## src/rtl/mem_access_unit_pkg.sv

```systemverilog
// mem_access_unit_pkg: funct3 codes, FSM encoding and access-size decode shared by the memory stage
package mem_access_unit_pkg;
  localparam logic [2:0] MEM_B  = 3'b000;
  localparam logic [2:0] MEM_H  = 3'b001;
  localparam logic [2:0] MEM_W  = 3'b010;
  localparam logic [2:0] MEM_BU = 3'b100;
  localparam logic [2:0] MEM_HU = 3'b101;
  typedef enum logic [1:0] {IDLE = 2'd0, REQ = 2'd1, DONE = 2'd2} state_t;
  function automatic logic is_byte(input logic [2:0] f3);
    return f3 == MEM_B || f3 == MEM_BU;
  endfunction
  function automatic logic is_half(input logic [2:0] f3);
    return f3 == MEM_H || f3 == MEM_HU;
  endfunction
  function automatic logic is_unsigned(input logic [2:0] f3);
    return f3 == MEM_BU || f3 == MEM_HU;
  endfunction
endpackage

```

## src/rtl/mem_align.sv

```systemverilog
// mem_align: store lane replication/byte enables, load extraction and misalignment check
// Ports: st_f3/st_lo/st_data -> st_wdata, st_be, misaligned (store side and check, from the live instruction);
//        ld_f3/ld_lo/rdata -> ld_data (load side, from the launch-registered funct3 and address bits).
// Anything that is not B/BU/H/HU is handled as a word access.
module mem_align
  import mem_access_unit_pkg::*;
#(
  parameter int XLEN = 32
) (
  input  logic [2:0]      st_f3,
  input  logic [1:0]      st_lo,
  input  logic [XLEN-1:0] st_data,
  output logic [XLEN-1:0] st_wdata,
  output logic [3:0]      st_be,
  output logic            misaligned,
  input  logic [2:0]      ld_f3,
  input  logic [1:0]      ld_lo,
  input  logic [XLEN-1:0] rdata,
  output logic [XLEN-1:0] ld_data
);
  logic [XLEN-1:0] w;
  logic            sx;
  always_comb begin
    st_wdata   = is_byte(st_f3) ? {(XLEN/8){st_data[7:0]}} :
                 is_half(st_f3) ? {(XLEN/16){st_data[15:0]}} : st_data;
    st_be      = is_byte(st_f3) ? 4'b0001 << st_lo :
                 is_half(st_f3) ? 4'b0011 << st_lo : 4'b1111;
    misaligned = is_byte(st_f3) ? 1'b0 : is_half(st_f3) ? st_lo[0] : |st_lo;
    w          = rdata >> {ld_lo, 3'b000};
    sx         = !is_unsigned(ld_f3);
    ld_data    = is_byte(ld_f3) ? {{(XLEN-8){sx & w[7]}}, w[7:0]} :
                 is_half(ld_f3) ? {{(XLEN-16){sx & w[15]}}, w[15:0]} : w;
  end
endmodule

```

## src/rtl/mem_access_unit.sv

```systemverilog
// mem_access_unit: memory stage issuing aligned loads/stores over a req/ack port with stall, misalignment and watchdog fault
// Ports: ID_memread/ID_memwrite/ID_memfunct3, EX_result (address), reg_read_data_2 (store data) in;
//        MEM_stall, MEM_valid, MEM_read_data, MEM_misaligned, MEM_fault to the pipeline;
//        dmem_req/we/addr/wdata/be out and dmem_rdata/dmem_ack in on the data-memory port.
module mem_access_unit
  import mem_access_unit_pkg::*;
#(
  parameter int XLEN           = 32,
  parameter int TIMEOUT_CYCLES = 16
) (
  input  logic            clk,
  input  logic            rst,
  input  logic            ID_memread,
  input  logic            ID_memwrite,
  input  logic [2:0]      ID_memfunct3,
  input  logic [XLEN-1:0] EX_result,
  input  logic [XLEN-1:0] reg_read_data_2,
  output logic            MEM_stall,
  output logic            MEM_valid,
  output logic [XLEN-1:0] MEM_read_data,
  output logic            MEM_misaligned,
  output logic            MEM_fault,
  output logic            dmem_req,
  output logic            dmem_we,
  output logic [XLEN-1:0] dmem_addr,
  output logic [XLEN-1:0] dmem_wdata,
  output logic [3:0]      dmem_be,
  input  logic [XLEN-1:0] dmem_rdata,
  input  logic            dmem_ack
);
  localparam int CW = $clog2(TIMEOUT_CYCLES + 1);
  localparam logic [CW-1:0] EXPIRE = CW'(TIMEOUT_CYCLES - 1);
  state_t          state;
  logic [CW-1:0]   cnt;
  logic [2:0]      f3_q;
  logic [1:0]      lo_q;
  logic [XLEN-1:0] st_wdata, ld_data;
  logic [3:0]      st_be;
  logic            mis, access, launch;
  mem_align #(.XLEN(XLEN)) u_align (
    .st_f3      (ID_memfunct3),
    .st_lo      (EX_result[1:0]),
    .st_data    (reg_read_data_2),
    .st_wdata   (st_wdata),
    .st_be      (st_be),
    .misaligned (mis),
    .ld_f3      (f3_q),
    .ld_lo      (lo_q),
    .rdata      (dmem_rdata),
    .ld_data    (ld_data)
  );
  assign access         = ID_memread | ID_memwrite;
  assign launch         = state == IDLE && access && !mis;
  assign MEM_misaligned = state == IDLE && access && mis;
  assign MEM_stall      = launch || state == REQ;
  always_ff @(posedge clk or posedge rst) begin
    if (rst) begin
      state         <= IDLE;
      cnt           <= '0;
      f3_q          <= '0;
      lo_q          <= '0;
      dmem_req      <= 1'b0;
      dmem_we       <= 1'b0;
      dmem_addr     <= '0;
      dmem_wdata    <= '0;
      dmem_be       <= '0;
      MEM_read_data <= '0;
      MEM_valid     <= 1'b0;
      MEM_fault     <= 1'b0;
    end else begin
      MEM_valid <= 1'b0;
      MEM_fault <= 1'b0;
      case (state)
        IDLE: if (launch) begin
          state      <= REQ;
          dmem_req   <= 1'b1;
          dmem_we    <= ID_memwrite;
          dmem_addr  <= {EX_result[XLEN-1:2], 2'b00};
          dmem_wdata <= st_wdata;
          dmem_be    <= st_be;
          f3_q       <= ID_memfunct3;
          lo_q       <= EX_result[1:0];
          cnt        <= '0;
        end
        REQ: if (dmem_ack) begin
          dmem_req  <= 1'b0;
          state     <= DONE;
          MEM_valid <= 1'b1;
          if (!dmem_we) MEM_read_data <= ld_data;
        end else if (cnt == EXPIRE) begin
          dmem_req      <= 1'b0;
          state         <= DONE;
          MEM_valid     <= 1'b1;
          MEM_fault     <= 1'b1;
          MEM_read_data <= '0;
        end else cnt <= cnt + 1'b1;
        default: state <= IDLE;
      endcase
    end
  end
endmodule

```

## config.mk

```make
export PLATFORM = sky130hd
export DESIGN_NAME = mem_access_unit
export DESIGN_NICKNAME = d
export VERILOG_FILES = /design/src/rtl/mem_access_unit_pkg.sv /design/src/rtl/mem_align.sv /design/src/rtl/mem_access_unit.sv
export SDC_FILE = /design/constraint.sdc
export NUM_CORES = 1
export LEC_CHECK = 0
export CAP_MARGIN = 25
export CORE_ASPECT_RATIO = 1.2
export CORE_UTILIZATION = 44
export DETAILED_ROUTE_END_ITERATION = 16
export GPL_TIMING_DRIVEN = 0
export PLACE_DENSITY = 0.93
export SLEW_MARGIN = 20
export SYNTH_ARGS = -nofsm -noshare
export SYNTH_HDL_FRONTEND = slang
export SYNTH_SLANG_ARGS = --single-unit
export TNS_END_PERCENT = 10
```

## constraint.sdc

```tcl
create_clock -name clk -period 3.9 [get_ports clk]
set_input_delay 0.39 -clock clk [delete_from_list [all_inputs] [get_ports clk]]
set_output_delay 0.39 -clock clk [all_outputs]
set_load 0.01 [all_outputs]
```

* Yosys cells after proc, flatten, opt, wreduce, memory -nomap -nowiden
Cells that the tools add are included.
Operators by class: $add $sub $neg 1, equal/unequal tests 13, shifts and indexed selects 3, multiplexer cells 28, bitwise gates (word level) 3, reductions and logical operators 22
Operator list (number):
- 32-bit two-way mux | 7
- 32-bit by 5-bit right shift with 32-bit output | 1
- 5-bit two-way mux | 3
- 3-bit equality test (second input constant) | 4
- 1-bit two-way mux | 10
- 5-bit case mux with 2 select lines | 1
- 4-bit two-way mux | 2
- 2-bit inequality test (second input constant) | 4
- 3-bit by 1-bit equality test with 1-bit output (second input constant) | 2
- 3-bit logical NOT | 2
- 1-bit logical OR | 6
- 2-bit two-way mux | 3
- 3-bit AND reduction | 2
- 5-bit by 1-bit adder with 5-bit output (second input constant) | 1
- 5-bit by 4-bit equality test with 1-bit output (second input constant) | 1
- 2-bit case mux with 2 select lines | 1
- 2-bit AND reduction | 2
- 4-bit AND reduction | 1
- 2-bit nonzero test | 2
- 1-bit by 2-bit left shift with 4-bit output (first input constant) | 1
- 2-bit by 2-bit left shift with 4-bit output (first input constant) | 1
- 1-bit logical AND | 3
- 3-bit by 2-bit inequality test with 1-bit output (second input constant) | 1
- 1-bit bitwise AND | 2
- 6 further kinds | 7
Storage, ports and cells: register bits after elaboration 114, word-level logic and storage cells 82

* Longest topological paths before layout
Gate-level depths: netlist of run 1.
word-level depth 8, depth in mapped cells 8, mapped depth without buffers 7

* Cells and area by module
Synthesis of run 1 repeated with hierarchy kept, for this count alone.
Second synthesis, totals: cells, all modules 516, area, all modules 5889.4 sq um
Modules (own cells, without submodules):
- mem_access_unit | times used 1, cells an instance 336, area an instance 4558.1 sq um
- mem_align | times used 1, cells an instance 180, area an instance 1331.3 sq um

* Worst setup path before layout of run 1
Ideal clock, no wire load.
path type in2out, from input port EX_result[0], to output port MEM_stall, arrival 1.552 ns, setup slack 1.958 ns, stages 7, path through inv_1 -> ha_1 -> nand2b_1 -> nand4_1 -> buf_2 -> buf_2 -> nand2_1
Between the ends: longest elaborated chain between the ends 6
RTL lines:
- start: declaration | line mem_access_unit.sv:16 | input logic [XLEN-1:0] EX_result,
- 2-bit OR reduction | line mem_align.sv:28 | misaligned = is_byte(st_f3) ? 1'b0 : is_half(st_f3) ? st_lo[0] : |st_lo;
- 1-bit two-way mux * (2 in series) | line mem_align.sv:28
- 1-bit logical NOT * | line mem_access_unit.sv:53 | assign launch = state == IDLE && access && !mis;
- 1-bit logical AND * | line mem_access_unit.sv:53
- 1-bit logical OR * | line mem_access_unit.sv:55 | assign MEM_stall = launch || state == REQ;
- end: declaration | line mem_access_unit.sv:18 | output logic MEM_stall,
Every way passes the cells marked *; elsewhere a longest branch is shown, timed or not.

* Worst setup path after layout of run 1
Ends and elaborated chain as after synthesis.

==> qor.yml, run 1 <==
placed_design:
  place_hpwl_um: 11780
  placed_area_mm2: 0.007512
  place.gp.congestion: 0.9532
  portBuffers: 206
cts:
  cts_tree: "done"
  hold_buffers: 0
  post_cts_resize_count: 0
  clk_path_buf_depth: 2
  insertion_delay_ps: 400
  clock_sink_count: 114
  cts_inserted_buffers: 17
  cts_setup_buffers: 0
  path_clk_slew_ps: 50
  cts_max_level: 4
  root_buffer: "clkbuf_16"
drt:
  vias: 4546
  wl_per_cell_um: 18.50
  drc: 0
  drt.antenna.violating_nets: 0
  vias_per_cell: 5.418
  drt_iter0_drc: 225
  dr.pass1.iters: 5
  drt-total-wl_um: 15520
timing:
  slew_headroom: 0.6014
  timing.fmax_mhz: 287.6
  clock_skew_ps: 7.019
  period_needed_ps: 3477
  setup_viol: 0
  grt_setup_unrepaired: "no"
  tns_ps: 0
  hold_viol: 0
  slew_violations: 0
  period_share: 0.8915
  worst_hold_slack_ps: 392.8
  worstMarginPinSlew_ps: 597.2
status:
  status: "completed"
synth:
  synth_simple_gate_area_share: 0.08681
  synth_area_per_cell_um2: 11.80
  synth_compound_area_frac: 0.1288
  synthArstFlopShare: 1.000
  muxShareOfSynthArea: 0.1849
  netlist_area_mm2: 0.005218
  synth_edf_count: 0
  synth_top_family_by_area: "multiplexers"
  syn_inst: 442
  ys_seq_area_frac: 0.5468
  synth_xor_area_frac: 0.003357
  synth_seq_cells: 114
  ys_types: 42
  yosys_warnings: 0
  synth_flop_cell: "dfrtp_1"
  synthAdderAreaFrac: 0.01439
global_route:
  grt_max_degree: 66
  grtUsageTotal: 0.2591
  grt_pass1_wl_um: 23690
  grt_pass1_vias: 4724
  grt-ovfl-total: 0
  antenna_found_initial: 0
finish:
  fin_nets: 779
  areaGrowthSynthToFinish_pct: 55.78
  drive_gt1_frac: 0.1540
  antenna_cells: 0
  design_area_mm2: 0.008128
  fill_cells: 818
floorplan:
  dieWidth_um: 101.4
  row_count: 43
  start_util: 0.4511
  design.core.area_mm2: 0.01157
  dieArea_mm2: 0.01230
  die_h_um: 121.3
  ios: 210
min_path:
  hold_class: "in2async"
job:
  maxCapViolCount: 0
setup_path:
  start_kind: "input pin"
  end_kind: "primary output"
  crit_arrival_ps: 3090
  critical_path.max_fanout: 10
  crit_type: "in2out"
  crit_required_ps: 3510
  worstRegToRegCells: 8
power:
  cellPowerDensity_mw_per_mm2: 739.1
  p_total_uw: 6008
  power_leakage_uw: 0.003500
  peakVddDrop_mv: 0.3971
[routing by layer]
layer	GRT usage	up-vias	wire length, µm
li1	-	2043	-
met1	0.2635	2190	5535
met2	0.4605	258	8095
met3	0.08583	55	1260
met4	0.1440	0	629
met5	0	-	0
[cell type report]
type,count,area [µm²],area share
multi-input cells,292,2190,0.2694
repair buffers,207,2090,0.2571
clock inverters,9,127.6,0.01570
flip-flops and latches,114,2853,0.3510
inverters,6,27.53,0.003387
plain buffers,31,156.4,0.01924
clock buffers,23,488.0,0.06004
well taps,157,196.4,0.02417
[through the flow]
step / std cells / util / setup WS (ps)
after floorplan: 443 / - / 494.3
after global placement: 806 / 0.6466 / -994.0
after detailed placement: 807 / 0.6494 / 427.6
after CTS: 839 / 0.7027 / 415.8
after global routing: 839 / 0.7027 / 306.0
final: 839 / 0.7027 / 423.1
[power breakdown]
group          leakage, µW  internal [µW]  switching (µW)
Combinational      0.00179           1390            1060
Clock             0.000295           1070             517
Sequential         0.00141           1670             294
Total              0.00350           4130            1880
[registers in the layout, indices dropped and copies added (netlist names)]
| signal | count |
|---|---|
| dmem_wdata | 32 |
| f3_q | 3 |
| MEM_read_data | 32 |
| cnt | 5 |
| dmem_we | 1 |
| state | 2 |
| dmem_addr | 30 |
| dmem_req | 1 |
| MEM_valid | 1 |
| dmem_be | 4 |
| lo_q | 2 |
| MEM_fault | 1 |
[cell families (layout without fill, tap and decap cells)]
logic type | count (synthesis) | in the layout
simple gates | 96 | 96
fa+ha+maj | 6 | 6
other cells | 1 | 2
flops | 114 | 114
buf+inv | 37 | 276
xor+xnor | 2 | 2
mux | 89 | 89
compound gates | 97 | 97
[cells in the mapped netlist, drive strengths merged (3+ instances only)]
library cell / count / area, µm²
clkbuf: 11 / 41.29
o21ai: 33 / 165.2
nor2: 31 / 126.4
nand2b: 4 / 25.02
a221o: 16 / 160.2
inv: 6 / 22.52
o2bb2ai: 15 / 131.4
ha: 6 / 75.07
a211oi: 10 / 87.58
mux2i: 39 / 390.4
nand2: 40 / 150.1
nor2b: 5 / 31.28
nand3: 3 / 15.01
dfrtp: 114 / 2853
mux2: 49 / 551.8
buf: 20 / 115.1
a21oi: 18 / 90.09
[cell usage in the layout (no fill, tap or decap), types with 16 or more instances in the layout]
cell               n
a21oi_1           18
a221o_1           16
clkbuf_16         17
clkdlybuf4s50_1  206
dfrtp_1          114
mux2_2            49
mux2i_1           39
nand2_1           40
nor2_1            29
o21ai_0           33
[worst paths after layout]
kind | start | to | slack [ps]
setup / recovery | EX_result[0] | MEM_stall | 420
hold / removal | rst | dmem_addr[23]$_DFFE_PP0P_ | 390
setup reg to reg | cnt[0]$_DFFE_PP0P_ | MEM_read_data[31]$_DFFE_PP0P_ | 1640
hold reg to reg | dmem_wdata[12]$_DFFE_PP0P_ | dmem_wdata[12]$_DFFE_PP0P_ | 480
max in group asynchronous | rst | MEM_read_data[15]$_DFFE_PP0P_ | 2850
min in group clk | dmem_wdata[12]$_DFFE_PP0P_ | dmem_wdata[12]$_DFFE_PP0P_ | 480
[critical path: stages]
cell and delay (ps):
clkdlybuf4s50_1 580, inv_1 120, ha_1 230, nand2b_1 170
nand4_1 360, buf_2 390, buf_2 270, nand2_1 80
clkdlybuf4s50_1 490
Power figures use the tool's default switching activity.
==> inputs of run 2 (changes only) <==
--- a/config.mk
+++ b/config.mk
@@ -7,6 +7,7 @@
 export LEC_CHECK = 0
 export CAP_MARGIN = 25
 export CORE_ASPECT_RATIO = 1.2
+export CORE_MARGIN = 2
 export CORE_UTILIZATION = 44
 export DETAILED_ROUTE_END_ITERATION = 16
 export GPL_TIMING_DRIVEN = 0
==> run 2 against run 1 <==
Critical path depth stayed put. Sequential share of layout area is 0.087 points higher. Via count is 1.3% lower. Hold slack worse by 9.8 ps.
==> qor.yml, run 2 (synthesis results as in run 1) <==
setup_path:
  cpMaxStageDelayCell: "clkdlybuf4s50_1"
  critical_path.max_fanout: 10
  crit_arrival_ps: 3070
  timing.rr.end: "MEM_read_data[19]$_DFFE_PP0P_"
  r2r_setup_slack_ps: 1590
  end_kind: "primary output"
  crit_required_ps: 3510
  start_kind: "input pin"
  cpPeakStageDelay_ps: 580
  crit_type: "in2out"
  rr_startpoint: "cnt[0]$_DFFE_PP0P_"
  critical_path.cell_chain: "clkdlybuf4s50_1, inv_1, ha_1, nand2b_1, nand4_1, buf_2, buf_2, nand2_1, clkdlybuf4s50_1"
  worstRegToRegCells: 8
finish:
  seq_area_mm2: 0.002853
  areaGrowthSynthToFinish_pct: 55.40
  fill_cells: 802
  multi_input_area_mm2: 0.002190
  antenna_cells: 0
  drive_gt1_frac: 0.1569
  largestRegisters: "MEM_read_data: 32 flops, dmem_wdata: 32 flops, dmem_addr: 30 flops"
  final_cell_mix: "206 x clkdlybuf4s50_1, 114 x dfrtp_1, 49 x mux2_2"
  layout_commonest_cell: "clkdlybuf4s50_1"
  design_area_mm2: 0.008108
  fin_nets: 779
  final_cells: 839
floorplan:
  dieWidth_um: 103.4
  design.core.area_mm2: 0.01157
  die_h_um: 123.3
  dieArea_mm2: 0.01275
  ios: 210
  row_count: 43
  start_util: 0.4511
placed_design:
  place.gp.congestion: 0.9540
  place_ws_ps: 417.9
  dpl.cell_count: 807
  portBuffers: 206
  placed_area_mm2: 0.007512
  place_hpwl_um: 12090
drt:
  dr.pass1.iters: 4
  m1WireLength_um: 5837
  drc: 0
  routed-wl-met2_um: 8296
  vias_per_cell: 5.346
  wl_met3_um: 1226
  wl_per_cell_um: 18.95
  drt_iter0_drc: 168
  drt-total-wl_um: 15900
  drt.antenna.violating_nets: 0
  vias: 4485
  dr.max_layer_used: "met4"
cts:
  clock_sink_count: 114
  cts_inserted_buffers: 17
  cts_max_level: 4
  insertion_delay_ps: 400
  cts_tree: "done"
  root_buffer: "clkbuf_16"
  clk_path_buf_depth: 2
  hold_buffers: 0
  path_clk_slew_ps: 60
  cts_setup_buffers: 0
  post_cts_resize_count: 0
timing:
  slew_headroom: 0.6057
  period_share: 0.8866
  slew_violations: 0
  grt_setup_unrepaired: "no"
  hold_viol: 0
  timing.fmax_mhz: 289.2
  worstMarginPinSlew_ps: 583.2
  final.setup.worst_slack_ps: 442.3
  clock_skew_ps: 8.776
  setup_viol: 0
  period_needed_ps: 3458
global_route:
  grtUsageTotal: 0.2537
  grt_pass1_vias: 4833
  grt_pass1_wl_um: 24560
  antenna_found_initial: 0
  grt-ovfl-total: 0
  grt_max_degree: 77
power:
  cellPowerDensity_mw_per_mm2: 735.9
  p_total_uw: 5967
  power_leakage_uw: 0.003484
  peakVddDrop_mv: 0.4442
status:
  status: "completed"
min_path:
  hold_class: "in2async"
job:
  maxCapViolCount: 0
==> run 2: cell count changes in the layout (fill, tap and decap cells not counted), sizes merged <==
cell / before / now
inv: 6 / 8
clkinvlp: 3 / 4
clkbuf: 34 / 29
clkinv: 3 / 6
bufinv: 3 / 2
==> run 2: power by group <==
group / switching [µW] / internal (µW) / total (µW)
registers: 295 / 1670 / 1970
clock network: 567 / 964 / 1530
logic: 1080 / 1390 / 2470
total: 1940 / 4030 / 5970
==> run 2: layout make-up <==
class | count | area share
Clock buffer | 18 | 0.05417
Buffer | 31 | 0.01929
Timing Repair Buffer | 207 | 0.2577
Tap cell | 157 | 0.02423
Sequential cell | 114 | 0.3519
Inverter | 6 | 0.003395
Clock inverter | 14 | 0.01929
Multi-Input combinational cell | 292 | 0.2701
==> run 2: worst max-delay path by stage <==
stage	startpoint	end	slack, ps	cells past startpoint
4_1_cts	EX_result[0]	MEM_stall	410	9
5_1_grt	EX_result[0]	MEM_stall	260	9
2_1_floorplan	rst	MEM_fault$_DFF_PP0_	490	1
3_3_place_gp	rst	dmem_wdata[4]$_DFFE_PP0P_	-980	2
6_report	EX_result[0]	MEM_stall	440	9
3_5_place_dp	EX_result[0]	MEM_stall	420	9
==> run 2: metrics by stage <==
stage | TNS [ps] | utilization | hold WS, ps
CTS | 0 | 0.7009 | 398.0
floorplan | 0 | - | 460.3
global placement | -110430 | 0.6466 | 463.7
detailed placement | 0 | 0.6494 | 473.4
global route | 0 | 0.7009 | 413.3
finish | 0 | 0.7009 | 383.0
==> run 2: metal layers <==
metal,up-vias,GRT usage
met5,-,0
met4,0,0.1143
met3,42,0.06840
met2,205,0.4476
met1,2197,0.2820
li1,2041,-
==> run 2: worst max-delay path, delay by kind of cell <==
kind,cells,cell delay [ps]
buf+inv,5,1820
simple gates,3,600
fa+ha+maj,1,250
==> inputs of run 3 (changes only) <==
--- a/config.mk
+++ b/config.mk
@@ -11,6 +11,7 @@
 export CORE_UTILIZATION = 44
 export DETAILED_ROUTE_END_ITERATION = 16
 export GPL_TIMING_DRIVEN = 0
+export HOLD_SLACK_MARGIN = 0.02
 export PLACE_DENSITY = 0.93
 export SLEW_MARGIN = 20
 export SYNTH_ARGS = -nofsm -noshare
==> results of run 3 <==
The final DEF is identical to that of run 2; final timing and power are the same.
